[config.mk]
export PLATFORM = sky130hd
export DESIGN_NAME = div_unit
export DESIGN_NICKNAME = d
export VERILOG_FILES = /design/src/rtl/cpu_defs_pkg.sv /design/src/rtl/div_unit.sv
export SDC_FILE = /design/constraint.sdc
export NUM_CORES = 1
export LEC_CHECK = 0
export ABC_AREA = 0
export BUFFER_PORTS_ARGS = -buffer_cell sky130_fd_sc_hd__buf_2
export CORE_MARGIN = 2
export CORE_UTILIZATION = 52
export CTS_BUF_LIST = sky130_fd_sc_hd__clkbuf_16
export DETAILED_ROUTE_END_ITERATION = 7
export PLACE_DENSITY = 0.81
export SYNTH_ARGS = -nofsm -noshare
export SYNTH_HDL_FRONTEND = slang
export SYNTH_SLANG_ARGS = --single-unit
export TNS_END_PERCENT = 10
[constraint.sdc]
create_clock -name clk -period 10.1 [get_ports clk]
set_input_delay 0 -clock clk [delete_from_list [all_inputs] [get_ports clk]]
set_output_delay 0 -clock clk [all_outputs]
set_load 0.05 [all_outputs]
[src/rtl/cpu_defs_pkg.sv]
// Shared CPU definitions: divider state encoding and constants.
package cpu_defs_pkg;

  typedef enum logic [1:0] {
    IDLE = 2'd0,
    BUSY = 2'd1,
    DONE = 2'd2
  } div_state_t;

  localparam int          DIV_ITER      = 32;
  localparam logic [31:0] DIV_ZERO_QUOT = 32'hFFFF_FFFF;

endpackage

[src/rtl/div_unit.sv]
// Multi-cycle radix-2 restoring divider for DIV/DIVU in the execute stage.
// Holds its result until the instruction leaves E; aborts on an E flush.
module div_unit
  import cpu_defs_pkg::*;
#(
  parameter int WIDTH = 32
) (
  input  logic             clk,
  input  logic             rst,
  input  logic             start,
  input  logic             is_signed,
  input  logic [WIDTH-1:0] opa,
  input  logic [WIDTH-1:0] opb,
  input  logic             cancel,
  input  logic             e_advance,
  output logic             stall_o,
  output logic             valid_o,
  output logic [WIDTH-1:0] quot_o,
  output logic [WIDTH-1:0] rem_o
);

  localparam logic [5:0] LAST = 6'(DIV_ITER - 1);

  div_state_t       state_q, state_d;
  logic [5:0]       cnt_q, cnt_d;
  logic [WIDTH-1:0] rem_q, rem_d;
  logic [WIDTH-1:0] dvd_q, dvd_d;
  logic [WIDTH-1:0] dvs_q, dvs_d;
  logic             qneg_q, qneg_d;
  logic             rneg_q, rneg_d;
  logic [WIDTH-1:0] quot_q, quot_d;
  logic [WIDTH-1:0] res_q, res_d;
  logic             drain_q, drain_d;

  logic [WIDTH:0]   shifted;
  logic [WIDTH:0]   diff;
  logic             q_bit;
  logic [WIDTH-1:0] rem_nx;
  logic [WIDTH-1:0] dvd_nx;
  logic [WIDTH-1:0] a_abs;
  logic [WIDTH-1:0] b_abs;

  always_comb begin
    shifted = {rem_q, dvd_q[WIDTH-1]};
    diff    = shifted - {1'b0, dvs_q};
    q_bit   = ~diff[WIDTH];
    rem_nx  = q_bit ? diff[WIDTH-1:0] : shifted[WIDTH-1:0];
    dvd_nx  = {dvd_q[WIDTH-2:0], q_bit};
    a_abs   = (is_signed && opa[WIDTH-1]) ? -opa : opa;
    b_abs   = (is_signed && opb[WIDTH-1]) ? -opb : opb;
  end

  always_comb begin
    state_d = state_q;
    cnt_d   = cnt_q;
    rem_d   = rem_q;
    dvd_d   = dvd_q;
    dvs_d   = dvs_q;
    qneg_d  = qneg_q;
    rneg_d  = rneg_q;
    quot_d  = quot_q;
    res_d   = res_q;
    drain_d = drain_q;

    unique case (state_q)
      IDLE: begin
        drain_d = 1'b0;
        // The cycle right after DONE is a dead cycle for the next divide.
        if (start && !drain_q) begin
          if (opb == '0) begin
            quot_d  = WIDTH'(DIV_ZERO_QUOT);
            res_d   = opa;
            state_d = DONE;
          end else begin
            rem_d   = '0;
            dvd_d   = a_abs;
            dvs_d   = b_abs;
            qneg_d  = is_signed & (opa[WIDTH-1] ^ opb[WIDTH-1]);
            rneg_d  = is_signed & opa[WIDTH-1];
            cnt_d   = '0;
            state_d = BUSY;
          end
        end
      end
      BUSY: begin
        rem_d = rem_nx;
        dvd_d = dvd_nx;
        cnt_d = cnt_q + 6'd1;
        if (!start) begin
          state_d = IDLE;
        end else if (cnt_q == LAST) begin
          quot_d  = qneg_q ? -dvd_nx : dvd_nx;
          res_d   = rneg_q ? -rem_nx : rem_nx;
          state_d = DONE;
        end
      end
      DONE: begin
        if (e_advance) begin
          state_d = IDLE;
          drain_d = 1'b1;
        end
      end
      default: state_d = IDLE;
    endcase

    if (cancel) begin
      state_d = IDLE;
      drain_d = 1'b0;
      quot_d  = quot_q;
      res_d   = res_q;
    end
  end

  always_ff @(posedge clk or posedge rst) begin
    if (rst) begin
      state_q <= IDLE;
      cnt_q   <= '0;
      rem_q   <= '0;
      dvd_q   <= '0;
      dvs_q   <= '0;
      qneg_q  <= 1'b0;
      rneg_q  <= 1'b0;
      quot_q  <= '0;
      res_q   <= '0;
      drain_q <= 1'b0;
    end else begin
      state_q <= state_d;
      cnt_q   <= cnt_d;
      rem_q   <= rem_d;
      dvd_q   <= dvd_d;
      dvs_q   <= dvs_d;
      qneg_q  <= qneg_d;
      rneg_q  <= rneg_d;
      quot_q  <= quot_d;
      res_q   <= res_d;
      drain_q <= drain_d;
    end
  end

  assign stall_o = start & (state_q != DONE) & ~cancel & ~rst;
  assign valid_o = (state_q == DONE);
  assign quot_o  = quot_q;
  assign rem_o   = res_q;

  a_start_held: assert property (
    @(posedge clk) disable iff (rst)
    (state_q == BUSY) |-> (start || cancel)
  );

endmodule

* Word-level counts from Yosys, hierarchy flattened
Cells that the tools add are included.
** Storage, ports and cells
- Register bits :: 171
- Input port bits :: 70
- Output and inout bits :: 66
** Cells by class
- Add/sub/neg operators :: 6
- Eq/ne operators :: 12
- Mux-type cells :: 34
- Bitwise gates (word level) :: 10
- Reduce and logical (&&, ||, !) cells :: 13
** Operators with widths (count)
- $mux 32 :: 17
- $pmux 32 s2 :: 4
- $neg 32->32 :: 4
- $sub 33x32->33 :: 1
- $logic_not 32->1 :: 1
- $mux 2 :: 6
- $mux 6 :: 2
- $ne 2x2->1 const B :: 6
- $pmux 6 s2 :: 1
- $reduce_and 3->1 :: 3
- $add 6x1->6 const B :: 1
- $eq 6x5->1 const B :: 1
- $ne 3x3->1 const B :: 2
- $pmux 2 s3 :: 1
- $reduce_and 6->1 :: 1
- $and 1x1->1 :: 5
- $ne 4x4->1 const B :: 1
- $not 1->1 :: 4
- $logic_and 1x1->1 :: 3
- $reduce_bool 3->1 :: 1
- $eq 2x1->1 const B :: 1
- $eq 2x2->1 const B :: 1
- $logic_not 2->1 :: 1
- $mux 1 :: 2
- other kinds (5) :: 5

* Longest topological paths before layout
Gate-level depths: netlist of the first run.
- Depth after elaboration :: 7
- Gate-level depth with buffers :: 26
- Gate-level depth less buffers :: 22

* Worst setup path after synthesis of the first run
Ideal clock, no wire load.
- Kind :: register to register
- Start :: register dvd_q[31]
- End :: register res_q[30] (netlist: rem_o[30])
- Arrival time :: 4.561 ns
- Required time :: 9.965 ns
- Slack :: 5.404 ns
- Stages on the path, launching flop included :: 27
- Path buffers :: 4
- Period minus slack after synthesis :: 4.696 ns
- Cell sequence :: dfrtp_1 -> inv_1 -> ha_1 -> inv_1 -> fa_1 -> a211oi_2 -> o211ai_2 -> and3_1 -> o2111ai_2 -> and3_1 -> buf_6 -> nor2_8 -> inv_2 -> buf_6 -> buf_4 -> buf_2 -> nor2_1 -> a21oi_1 -> ha_1 -> nand2_1 -> or2_1 -> nor3b_2 -> a32o_2 -> o21ai_2 -> o41ai_2 -> xnor2_1 -> o22ai_1
** On the way
- Cells in the longest elaborated chain, start to end :: 7
** RTL lines
- start: declaration :: line div_unit.sv:27 : logic [WIDTH-1:0] dvd_q, dvd_d;
- start signal: assignment :: line div_unit.sv:130 : dvd_q <= dvd_d;
- $sub 33x32->33 :: line div_unit.sv:45 : diff = shifted - {1'b0, dvs_q};
- $mux 32 * :: line div_unit.sv:47 : rem_nx = q_bit ? diff[WIDTH-1:0] : shifted[WIDTH-1:0];
- $neg 32->32 :: line div_unit.sv:93 : res_d = rneg_q ? -rem_nx : rem_nx;
- $mux 32 * :: line div_unit.sv:93
- $mux 32 * :: line div_unit.sv:91 : end else if (cnt_q == LAST) begin
- $mux 32 * :: line div_unit.sv:89 : if (!start) begin
- $pmux 32 s2 * :: line div_unit.sv:65 : unique case (state_q)
- end signal: assignment :: line div_unit.sv:135 : res_q <= res_d;
- end: declaration :: line div_unit.sv:32 : logic [WIDTH-1:0] res_q, res_d;
Mark *: on every way between the ends. The rest lies on a longest branch, timed or not. The select of a mux whose other input is x is not followed.
A chain may end at the register's enable or synchronous reset.

* Final worst setup path of the first run
Ends and elaborated chain as after synthesis.

==> results of run 1 <==
cells by family (layout without fill, tap and decap cells):
logic type,Yosys count,count (layout),share of synthesized area
AND/OR/NAND/NOR,543,543,0.206
AO/OA/AOI/OAI,485,485,0.239
flip-flops,171,171,0.347
buffers and inverters,140,294,0.0478
XOR/XNOR,132,132,0.0938
adder cells (fa/ha/maj),38,38,0.0392
multiplexers,31,31,0.0271
layout make-up:
type	count	area (um^2)
Clock inverter	15	233
Sequential cell	171	4280
Tap cell	319	399
Inverter	52	200
Clock buffer	17	425
Fill cell	2038	8980
Timing Repair Buffer	210	1410
Multi-Input combinational cell	1229	7480
cell usage after synthesis, types with 4 or more instances:
cell type / n
buf_1: 6
o22ai_1: 4
o21bai_1: 5
a21oi_1: 175
clkbuf_1: 56
o21ai_1: 15
or4_1: 9
nand2b_1: 12
o41ai_1: 9
o21ai_0: 137
buf_4: 5
a31oi_1: 19
o211ai_1: 9
nand3_1: 21
o31ai_1: 25
a22o_1: 12
o21a_1: 7
or3_1: 26
dfrtp_1: 171
nor2_1: 170
and2_1: 9
nor3_1: 35
a211o_1: 6
nor2b_1: 8
ha_1: 37
and3_1: 17
nand4_1: 13
a21o_1: 5
xnor2_1: 56
xor2_1: 76
mux2_4: 4
nor4b_1: 5
mux2i_1: 24
nand2_1: 179
a211oi_1: 10
buf_2: 18
inv_1: 51
nor4_1: 18
where the power goes:
part	leakage, nW	switching [W]	internal [W]
registers	2.09	0.000284	0.000970
clock network	0.326	0.000301	0.000445
logic	3.76	0.00216	0.00109
how the worst min path moves through the flow:
stage	start	endpoint	slack [ns]	cells after the start
after global placement	cancel	state_q[1]$_DFFE_PP0P_	0.21	2
after detailed placement	cancel	state_q[1]$_DFFE_PP0P_	0.21	2
after floorplan	cancel	state_q[0]$_DFFE_PP0P_	0.06	1
final	opa[29]	dvd_q[29]$_DFFE_PP0P_	0.009	5
after global routing	opa[29]	rem_o[29]$_DFFE_PP0P_	0.03	4
after CTS	opa[29]	rem_o[29]$_DFFE_PP0P_	0.002	4
layer usage:
| layer | up-vias | track usage |
|---|---|---|
| met5 | - | 0 |
| met4 | 0 | 0.103 |
| met3 | 86 | 0.0381 |
| met2 | 563 | 0.460 |
| met1 | 5637 | 0.379 |
| li1 | 5762 | - |
worst min-delay path, stage by stage:
cell	delay, ns
buf_2	0.11
xnor2_1	0.07
nor2_1	0.08
a21oi_1	0.05
o21ai_1	0.10
state kept, by name, summed over array words and instances, names as in the netlist, 2 cells and up:
signal and flops:
cnt_q 6, dvs_q 32, rem_q 32, quot_o 32, dvd_q 32, rem_o 32
state_q 2
through the flow:
stage | util | total power, W | setup WS (ns) | cells
after global routing | 0.616 | 0.00561 | 4.20 | 2013
after floorplan | - | 0.00371 | 5.40 | 1540
after detailed placement | 0.559 | 0.00440 | 4.68 | 1914
after CTS | 0.616 | 0.00519 | 4.61 | 2013
final | 0.616 | 0.00526 | 4.56 | 2013
after global placement | 0.559 | 0.00432 | 4.85 | 1914
timing repair:
item                      4_1_cts  5_1_grt
buffers inserted                0        0
hold endpoints to repair      177        0
hold buffers                   67        0
==> implementation parameters, run 1 <==
Parameter                              Value

Status
  Run status ... complete, no violations

Placement
  Cell area after placement ... 13100 um^2
  Buffers on Ports ... 135
  Routability Congestion ... roughly 0.95
  Post-detailed-placement half-perimeter wirelength ... about 25 mm

Global routing
  Wire length of the first global-routing pass ... 55.9 mm
  GRT Overall Usage ... 0.280
  GRT overflow ... 0
  Maximum number of pins on one net before global-route repair ... between 100 and 150
  Antenna violations before repair ... 0
  Number of global-route vias before repair ... between 10000 and 15000

Critical path
  Setup slack on the worst flop-to-flop path ... ~4.6 ns
  Critical path destination ... rem_o[30]$_DFFE_PP0P_
  Data arrival time of the critical path ... 5.84 ns
  CP Data Required Time ... between 10 and 15 ns
  Delay-heaviest family, CP ... compound AO/OA/AOI/OAI gates
  Worst Path Class, Setup ... register to register
  CP Launch Point ... dvd_q[31]$_DFFE_PP0P_
  Kind of start point of the critical path ... register
  Crit-path slowest cell ... nor4_1
  Largest incremental delay on the critical path ... ~0.46 ns
  Critical path depth ... 21
  Length in cells of the worst reg-to-reg path ... 21
  Critical Path, Cell by Cell ... inv_1 > ha_1 > inv_1 > fa_1 > a211oi_2 > o211ai_2 > and3_1 > o2111ai_2 > and3_1 > nor2_8 > inv_2 > buf_4 > mux2i_1 > ha_1 > nand2_1 > nor4_1 > a32o_2 > o21ai_2 > o41ai_2 > xnor2_1 > o22ai_1
  Worst setup EP type ... register
  Count of buffering cells on the critical path with inverters included ... 4
  Worst flop-to-flop path startpoint ... dvd_q[31]$_DFFE_PP0P_
  Peak fanout along the critical path ... 42
  End of the worst register-to-register path ... rem_o[30]$_DFFE_PP0P_

Drt
  DRC violations left ... 0
  Avg WL per Cell ... between 15 and 20 um
  ANT nets after route ... 0
  Via count ... roughly 12000
  Vias per cell ... between 5 and 6
  Detailed-route wire length ... approximately 35 mm
  Wire length on met3 ... about 2.7 mm
  Detailed-router iteration count before antenna repair ... 7
  First DRT Iteration DRCs ... roughly 1100
  Uppermost layer routed ... met4
  Met2 routed wirelength ... approximately 16 mm
  Met1 Wirelength ... roughly 15 mm

Yosys
  Yosys warning count ... 0
  Average instance area after synthesis ... 8.00 um^2
  Top cell type by total area after synthesis ... dfrtp_1
  Fraction of registers with async set or reset after synthesis ... 1.00
  Most used DFF post-synth ... dfrtp_1
  Net count after synthesis ... 1648
  Synth area leaders ... dfrtp_1 (35%), a21oi_1 (7.1%), o21ai_0 (5.6%)
  Post-synthesis register bit count ... between 150 and 200
  Post-synthesis cell count ... approximately 1500
  Count of cell types in the netlist ... 82
  Share of the yosys chip area belonging to registers ... 0.347
  Cell area after technology mapping ... approximately 12000 um^2
  Number of enable flip-flop cells after synthesis ... 0
  Top cell type's share of synthesized area ... 0.347

Floorplan
  Std cell rows ... between 50 and 60
  Number of top-level design ports ... around 140
  Starting density of the core ... 0.527
  Die outline area ... between 20000 and 25000 um^2
  Placeable core area ... about 23000 um^2
  Die boundary height ... roughly 160 um
  Floorplan die width ... roughly 160 um

CTS
  Longest Clk Path Bufs ... 2
  Clock buffers created by TritonCTS ... 17
  Clock insertion delay at the later pin of the skew report ... 0.44 ns
  H-tree depth ... 4
  Clock root buffer master ... clkbuf_16
  Num Clock Sinks ... 171
  Clock transition time at the flip-flop clock pins of the worst setup and hold paths ... about 0.070 ns
  CTS resizes ... 0
  CTS tree ... yes

Timing
  Setup violators final ... 0
  Final number of hold-violating endpoints ... 0
  Achievable Freq ... between 150 and 200 MHz
  RSZ-0062 raised after global routing ... false
  Clock Skew ... between 0.01 and 0.015 ns
  Setup tns final ... 0 ns
  Time the final worst path needs with I/O delays and setup ... roughly 5.5 ns
  Worst-Margin Slew ... between 1 and 1.5 ns
  Tcrit/Tclk final ... 0.548
  Hold_ws ... between 0.009 and 0.01 ns
  Final Max Tran Viols ... 0
  Max transition margin ... 0.263

Power and ir drop
  Worst IR Drop VDD ... approximately 210 uV
  Pleak ... 6.17 nW
  Pwr per Cell Area ... 365 nW/um^2

Hold path
  Path category of the worst min-delay check ... input pin to register

Finish
  Number of nets in the layout ... about 1800
  Layout cells sized above 1 ... 0.127
  Count of inserted antenna diode cells ... 0
  Post-route cell area ... 14400 um^2
  Leading cell type in the layout, fill and taps excluded ... nand2_1
  Most frequent cells in the layout ... nand2_1 (178), a21oi_1 (175), dfrtp_1 (171)
  Area growth syn-to-layout ... 17.0%

Run
  Count of max-cap constraint violations ... 0
Note: power is estimated with default switching activity, not from simulation.
==> inputs of run 2 (changes only) <==
==> constraint.sdc (replaced) <==
create_clock -name clk -period 5.6 [get_ports clk]
set_input_delay 0 -clock clk [delete_from_list [all_inputs] [get_ports clk]]
set_output_delay 0 -clock clk [all_outputs]
set_load 0.05 [all_outputs]
==> implementation parameters, run 2 (synthesis results as in run 1) <==
Parameter                              Value

Status
  Run status ... complete, no violations

Floorplan
  Die outline area ... ~25000 um^2
  Die boundary height ... between 150 and 200 um
  Placeable core area ... between 20000 and 25000 um^2
  Number of top-level design ports ... 136
  Starting density of the core ... 0.527
  Floorplan die width ... around 160 um
  Std cell rows ... 56

Finish
  Most frequent cells in the layout ... nand2_1 (178), a21oi_1 (175), dfrtp_1 (171)
  Layout cells sized above 1 ... 0.129
  Area growth syn-to-layout ... 16.7%
  Area taken by flip-flops and latches ... approximately 4300 um^2
  Leading cell type in the layout, fill and taps excluded ... nand2_1
  Fraction of the core area covered by cells at the end of the flow ... 0.615
  Fill cell instance count of the final layout ... 2065
  Number of nets in the layout ... ~1800
  Multi-input combinational cell area ... between 7000 and 8000 um^2
  Post-route cell area ... roughly 14000 um^2

Drt
  Detailed-route wire length ... ~34 mm
  Via count ... about 12000
  DRC violations left ... 0
  ANT nets after route ... 0
  Detailed-router iteration count before antenna repair ... 5
  Vias per cell ... 5.92
  First DRT Iteration DRCs ... about 1300
  Avg WL per Cell ... 17.0 um

Global routing
  Wire length of the first global-routing pass ... between 50 and 60 mm
  GRT overflow ... 0
  Maximum number of pins on one net before global-route repair ... roughly 110
  GRT Overall Usage ... 0.276
  Number of global-route vias before repair ... approximately 11000
  Antenna violations before repair ... 0

Hold path
  Path category of the worst min-delay check ... input pin to register
  Number of cells on the worst hold path ... 3

CTS
  Num Clock Sinks ... roughly 170
  Post-CTS setup buffer count ... 0
  Number of buffers added to fix hold violations after cts ... 67
  Clock insertion delay at the later pin of the skew report ... 0.44 ns
  H-tree depth ... 4
  CTS resizes ... 0
  Clock buffers created by TritonCTS ... 17
  Clock transition time at the flip-flop clock pins of the worst setup and hold paths ... ~0.07 ns
  CTS tree ... yes
  Clock root buffer master ... clkbuf_16
  Longest Clk Path Bufs ... 2

Critical path
  Crit-path slowest cell ... nor4_1
  Setup slack on the worst flop-to-flop path ... 0.35 ns
  Largest incremental delay on the critical path ... between 0.5 and 0.6 ns
  Worst Path Class, Setup ... register to register
  CP Data Required Time ... around 5.9 ns
  Length in cells of the worst reg-to-reg path ... 20
  Critical path depth ... 20
  Count of buffering cells on the critical path with inverters included ... 3
  Peak fanout along the critical path ... 16
  Data arrival time of the critical path ... about 5.6 ns
  Kind of start point of the critical path ... register
  Delay-heaviest family, CP ... compound AO/OA/AOI/OAI gates
  Worst setup EP type ... register
  Critical Path, Cell by Cell ... inv_1 > ha_1 > inv_1 > fa_1 > a211oi_2 > o211ai_2 > and3_1 > o2111ai_2 > and3_1 > nor2_8 > inv_2 > mux2i_1 > ha_1 > nand2_1 > nor4_1 > a32o_2 > o21ai_2 > o41ai_2 > xnor2_1 > o22ai_1

Timing
  Worst-Margin Slew ... approximately 1.1 ns
  RSZ-0062 raised after global routing ... false
  Final Max Tran Viols ... 0
  Time the final worst path needs with I/O delays and setup ... 5.25 ns
  Setup violators final ... 0
  Clock Skew ... between 0.01 and 0.015 ns
  Setup WS post-layout ... between 0.3 and 0.4 ns
  Max transition margin ... 0.253
  Achievable Freq ... 191 MHz
  Tcrit/Tclk final ... 0.937
  Final number of hold-violating endpoints ... 0
  Setup tns final ... 0 ns

Placement
  Pre-CTS worst setup slack ... approximately 0.55 ns
  Buffers on Ports ... between 100 and 150
  Post-detailed-placement half-perimeter wirelength ... between 20 and 25 mm
  Cell area after placement ... between 10000 and 15000 um^2
  Routability Congestion ... between 0.8 and 0.9

Power and ir drop
  Pleak ... about 6.1 nW
  Worst IR Drop VDD ... around 330 uV
  Final total power ... 0.00934 W
  Pwr per Cell Area ... 649 nW/um^2

Run
  Count of max-cap constraint violations ... 0
[run 2: cell types whose count changed in the layout (fill, tap and decap cells not counted), moves of 2 or more]
cell | before | now
buf_4 | 8 | 10
inv_6 | 5 | 3
clkinvlp_4 | 0 | 3
bufinv_16 | 5 | 3
[run 2: layout make-up]
cell class,instances,share of cell area
sequential,171,0.297
tap,319,0.0277
multi-input combinational,1229,0.520
clock buffer,17,0.0296
inverter,52,0.0139
antenna,1,0.000174
timing repair buffer,212,0.0988
clock inverter,14,0.0130
[run 2: per-layer routing]
metal | vias to the layer above | GRT usage | wire, um
met5 | - | 0 | 0
met4 | 0 | 0.0781 | 717
met3 | 57 | 0.0449 | 2480
met2 | 461 | 0.446 | 15800
met1 | 5637 | 0.384 | 15200
li1 | 5774 | - | -
[run 2: worst paths after layout]
check                                       start                     end
hold / removal                             opa[2]    rem_o[2]$_DFFE_PP0P_
min in group asynchronous                     rst  state_q[0]$_DFFE_PP0P_
setup / recovery            dvd_q[31]$_DFFE_PP0P_   rem_o[30]$_DFFE_PP0P_
hold reg to reg            quot_o[29]$_DFFE_PP0P_  quot_o[29]$_DFFE_PP0P_
setup reg to reg            dvd_q[31]$_DFFE_PP0P_   rem_o[30]$_DFFE_PP0P_
max in group asynchronous                     rst    rem_q[8]$_DFFE_PP0P_
[run 2: tightest hold or removal path: cells and delay by family]
| family | cells | cell delay (ns) |
|---|---|---|
| buf+inv | 1 | 0.15 |
| mux | 1 | 0.14 |
| compound gates | 1 | 0.11 |
[run 2: report_power, final]
part	leakage, nW	total, W	internal, W	switching [W]
Clock	0.292	0.00124	0.000711	0.000531
Sequential	2.09	0.00226	0.00175	0.000512
Combinational	3.77	0.00583	0.00198	0.00385
Total	6.15	0.00934	0.00444	0.00490
[run 2: through the flow]
step                      cells  hold slack (ns)
final                      2015          0.00287
after global routing       2014           0.0245
after CTS                  2014          0.00133
after detailed placement   1916            0.217
after global placement     1916            0.211
after floorplan            1540           0.0631
